`src/rtl/spi_cfg_sequencer.sv`:
```
// SPI config master: serialises host writes or overflow-triggered preset reloads onto {cs_n, sclk, mosi}.
// Grant to SETUP in 1 cycle, GAP after (2*DATA_W+2)*DIV cycles; req_ready low while busy or a reload is pending.
module spi_cfg_sequencer #(
   parameter int DATA_W = 8,
   parameter int DIV    = 1,
   parameter int GAP_PH = 3
) (
   input  logic              CLK,
   input  logic              RST_N,
   input  logic              req_valid,
   input  logic [DATA_W-1:0] req_data,
   output logic              req_ready,
   input  logic              ovf_in,
   input  logic              reload_en,
   input  logic [DATA_W-1:0] reload_data,
   output logic [2:0]        spi,
   output logic              busy,
   output logic              done,
   output logic              src_reload,
   output logic              ovf_dropped
);
   localparam int PH_MAX = GAP_PH * DIV;
   localparam int PH_W   = $clog2(PH_MAX + 1);
   localparam int BIT_W  = $clog2(DATA_W + 1);

   typedef enum logic [2:0] {S_IDLE, S_SETUP, S_LOW, S_HIGH, S_HOLD, S_GAP} state_t;

   state_t            state_q;
   logic [DATA_W-1:0] shift_q;
   logic [PH_W-1:0]   ph_q;
   logic [BIT_W-1:0]  bit_q;
   logic              ovf_q;
   logic              pend_q;
   logic [2:0]        spi_q;
   logic              busy_q;
   logic              done_q;
   logic              src_q;
   logic              drop_q;
   logic              ovf_edge;
   logic              ph_end;

   assign ovf_edge  = ovf_in & ~ovf_q;
   assign ph_end    = (state_q == S_GAP) ? (ph_q == PH_W'(PH_MAX - 1)) : (ph_q == PH_W'(DIV - 1));
   assign req_ready = (state_q == S_IDLE) & ~pend_q & RST_N;

   assign spi         = spi_q;
   assign busy        = busy_q;
   assign done        = done_q;
   assign src_reload  = src_q;
   assign ovf_dropped = drop_q;

   always_ff @(posedge CLK) begin
      if (!RST_N) begin
         state_q <= S_IDLE;
         shift_q <= '0;
         ph_q    <= '0;
         bit_q   <= '0;
         ovf_q   <= 1'b0;
         pend_q  <= 1'b0;
         spi_q   <= 3'b111;
         busy_q  <= 1'b0;
         done_q  <= 1'b0;
         src_q   <= 1'b0;
         drop_q  <= 1'b0;
      end else begin
         ovf_q  <= ovf_in;
         done_q <= 1'b0;
         // A second edge before the first reload is granted merges into it.
         if (ovf_edge && pend_q)
            drop_q <= 1'b1;
         if (ovf_edge && reload_en && !pend_q)
            pend_q <= 1'b1;
         ph_q <= ph_end ? '0 : ph_q + PH_W'(1);

         case (state_q)
            S_IDLE: begin
               ph_q <= '0;
               if (pend_q) begin
                  pend_q  <= 1'b0;
                  shift_q <= reload_data;
                  src_q   <= 1'b1;
                  state_q <= S_SETUP;
                  spi_q   <= 3'b011;
                  busy_q  <= 1'b1;
               end else if (req_valid) begin
                  shift_q <= req_data;
                  src_q   <= 1'b0;
                  state_q <= S_SETUP;
                  spi_q   <= 3'b011;
                  busy_q  <= 1'b1;
               end
            end
            S_SETUP: begin
               if (ph_end) begin
                  bit_q   <= '0;
                  state_q <= S_LOW;
                  spi_q   <= {2'b00, shift_q[DATA_W-1]};
               end
            end
            S_LOW: begin
               if (ph_end) begin
                  state_q <= S_HIGH;
                  spi_q   <= {2'b01, shift_q[DATA_W-1]};
               end
            end
            S_HIGH: begin
               if (ph_end) begin
                  shift_q <= shift_q << 1;
                  bit_q   <= bit_q + BIT_W'(1);
                  if (bit_q == BIT_W'(DATA_W - 1)) begin
                     state_q <= S_HOLD;
                     spi_q   <= 3'b011;
                  end else begin
                     // mosi takes the next bit only as sclk falls.
                     state_q <= S_LOW;
                     spi_q   <= {2'b00, shift_q[DATA_W-2]};
                  end
               end
            end
            S_HOLD: begin
               if (ph_end) begin
                  state_q <= S_GAP;
                  spi_q   <= 3'b111;
                  done_q  <= 1'b1;
               end
            end
            S_GAP: begin
               if (ph_end) begin
                  state_q <= S_IDLE;
                  busy_q  <= 1'b0;
               end
            end
            default: begin
               state_q <= S_IDLE;
               spi_q   <= 3'b111;
               busy_q  <= 1'b0;
            end
         endcase
      end
   end
endmodule

```
`config.mk`:
```
export PLATFORM = sky130hd
export DESIGN_NAME = spi_cfg_sequencer
export DESIGN_NICKNAME = d
export VERILOG_FILES = /design/src/rtl/spi_cfg_sequencer.sv
export SDC_FILE = /design/constraint.sdc
export NUM_CORES = 1
export LEC_CHECK = 0
export CORE_MARGIN = 10
export CORE_UTILIZATION = 40
export CTS_CLUSTER_DIAMETER = 200
export DETAILED_ROUTE_END_ITERATION = 10
export HOLD_SLACK_MARGIN = 0.06
export PLACE_DENSITY = 0.67
export SLEW_MARGIN = 15
export SYNTH_ARGS = -nofsm -noshare
export SYNTH_HDL_FRONTEND = slang
export SYNTH_SLANG_ARGS = --single-unit
```
`constraint.sdc`:
```
create_clock -name CLK -period 1.6 [get_ports CLK]
set_clock_uncertainty 0.05 [all_clocks]
set_input_delay 0.24 -clock CLK [delete_from_list [all_inputs] [get_ports CLK]]
set_output_delay 0.24 -clock CLK [all_outputs]
set_load 0.01 [all_outputs]
```
==> impl_metrics.ini <==
[logic_synthesis]
syn-cell-area_sq_um = 1440
syn-num-nets = 194
ys_async_sr_fraction = 0
synth.ff_latch_count = 26
syn_avg_cell_area_sq_um = 8.45
ys_types = 42
ys_warn_count = 0
yosysTopAreaCell = dfxtp_1
synth_cells = 170
ys_dominant_reg_cell = dfxtp_1
synth_top_area_frac = 0.362
synth_edf_count = 0
ys_seq_area_frac = 0.362
yosys-top-cells-area = dfxtp_1 (36%), a21oi_1 (6.3%), o21ai_0 (5.6%), a2111o_1 (5.5%), mux2i_1 (4.9%)

[setup_path]
end_kind = flip-flop
cp_data_required_time_ns = 1.79
crit_slowest_cell = or4_4
worst-path-max-fanout = 18
max_stage_delay_ns = 0.52
path_class = reg -> reg
cp_num_buf_inv = 1
arrival_ns = 1.82
cp-start-kind = flip-flop
path_delay_family = simple AND/OR/NAND/NOR gates
path_cells = buf_6 -> or4_4 -> o31ai_1 -> a32oi_1 -> a41o_1

[placement]
port_buffers = 28
dpl_cell_area_sq_um = 1840
place.gp.congestion = 0.821
hpwl_microns = 2740
placedCellCount = 247

[cts]
clock-sinks = 26
cts.clk_slew.worst_paths_ns = 0.15
cts_max_level = 1
hold_buffers = 0
cts_buffers = 3
clockRootBuffer = clkbuf_4
cts_tree = built
clk_latency_ns = 0.33
cts.path.max_buffers = 2
post_cts_buffers = 0

[sta]
postLayoutSetupSlackWorst_ns = -0.0320
holdWs_ns = 0.379
clock.fmax_mhz = 613
tightest_slew_ns = 0.360
relSlewSlack = 0.754
rsz0062_at_grt = true
setup_viol = 2
slew_viol_final = 0
post-route-period-util = 1.02
hold_viol_final = 0
period_needed_ns = 1.63

[cells_and_area]
nets = 230
drive_gt1_frac = 0.185
multi_input_area_sq_um = 835
regArea_sq_um = 523
mostFrequentLayoutCell = clkdlybuf4s50_1
antennaDiodeCount = 0
area_growth_pct = 33.4
final_cell_area_sq_um = 1920
stdcell_count = 251
fillers = 324
layout_common_cells = clkdlybuf4s50_1 (27), dfxtp_1 (24), a21oi_1 (18), nor2_1 (17)

[grt]
antenna_found_initial = 0
grt-ovfl-total = 0
grt_max_degree = 21
grt_pass1_vias = 1397
grt_usage = 0.115
grt_first_pass_wirelength_microns = 6220

[power_and_ir_drop]
p_leak_nw = 0.716
power_density_nw_per_um2 = 810
peakVddDrop_mv = 0.358

[flow_run]
maxCapViolations = 0

[route]
via_count = 1365
drcViolationCount = 0
wl_microns = 3700
postRouteAntennaNets = 0
wire_per_inst_microns = 14.7
drt-pass1-iter-count = 4
avgViaCountPerCell = 5.44
drt_iter0_drc = 180

[floorplanning]
die_w_microns = 79.9
core-area_sq_um = 3420
io_pins = 29
initial_core_util = 0.421
num_rows = 21
die_area_sq_um = 6390
die_h_microns = 79.9

[hold_path]
hold_path.class = reg -> reg

[outcome]
violations = setup timing
status = finished with violations
## power breakdown
group / switching (mW) / internal, mW
clock: 0.206 / 0.253
sequential: 0.0231 / 0.691
combinational: 0.175 / 0.203
## stage by stage
stage / utilization / TNS, ns / setup WS (ns) / power (mW)
finish: 0.561 / -0.0483 / -0.0320 / 1.55
global route: 0.561 / -0.573 / -0.0862 / 1.63
CTS: 0.556 / -0.105 / -0.0606 / 1.56
detailed placement: 0.539 / -2.03 / -0.304 / 1.10
global placement: 0.539 / -1.61 / -0.254 / 1.09
floorplan: - / 0 / 0.00112 / 0.945
## final timing paths
path / start / end / slack (ns) / cells past startpoint
worst min-delay path: ph_q[0] / ph_q[0] / 0.38 / 1
worst min register to register: ph_q[0] / ph_q[0] / 0.38 / 1
worst max-delay path: state_q[0] / state_q[2] / -0.03 / 5
worst max register to register: state_q[0] / state_q[2] / -0.03 / 5
## registers in the layout, summed over array words and instances (netlist names)
signal,flops
bit_q,4
ovf_q,1
ph_q,2
spi,3
state_q,3
busy,1
src_reload,1
pend_q,1
shift_q,8
ovf_dropped,1
done,1
## layout make-up
type,count,area share
multi-input combinational,120,0.436
sequential,26,0.273
timing repair buffer,45,0.214
tap,46,0.0300
inverter,10,0.0196
clock inverter,1,0.0157
clock buffer,3,0.0118
## repair_timing
| action | CTS | global route |
|---|---|---|
| endpoints found under the setup margin | 3 | 12 |
| pin swaps | 0 | 4 |
| resized for setup | 8 | 6 |
## cells by family after synthesis
group	count (synthesis)	share of synthesized area
DFF	26	0.362
and+or+nand+nor	52	0.195
buffers and inverters	24	0.0836
muxes	9	0.0645
adders and majority gates	4	0.0331
AOI/OAI and AO/OA	55	0.261
## worst register-to-register path: stages (launching register included)
cell and delay, ns:
dfxtp_2 0.36, buf_6 0.15, or4_4 0.52, o31ai_1 0.09, a32oi_1 0.12, a41o_1 0.26
## layer usage
metal  GRT usage  wire (microns)
met4      0.0370              51
met1       0.139            1630
met5           0               0
met2       0.200            1880
met3      0.0203             133
## cells in the mapped netlist (2+ instances only)
cell type / instances
dfxtp_1: 26
a21oi_1: 18
nor2_1: 18
o21ai_0: 16
inv_1: 10
a2111o_1: 7
mux2i_1: 7
clkbuf_1: 6
nand2_1: 6
nor3_1: 6
nand3_1: 5
buf_2: 3
buf_6: 3
ha_1: 3
nand3b_1: 3
mux2_2: 2
nand2b_1: 2
nor2_4: 2
nor3b_1: 2
nor4_1: 2
o31ai_1: 2
No activity file was read; power rests on OpenSTA's default activity.
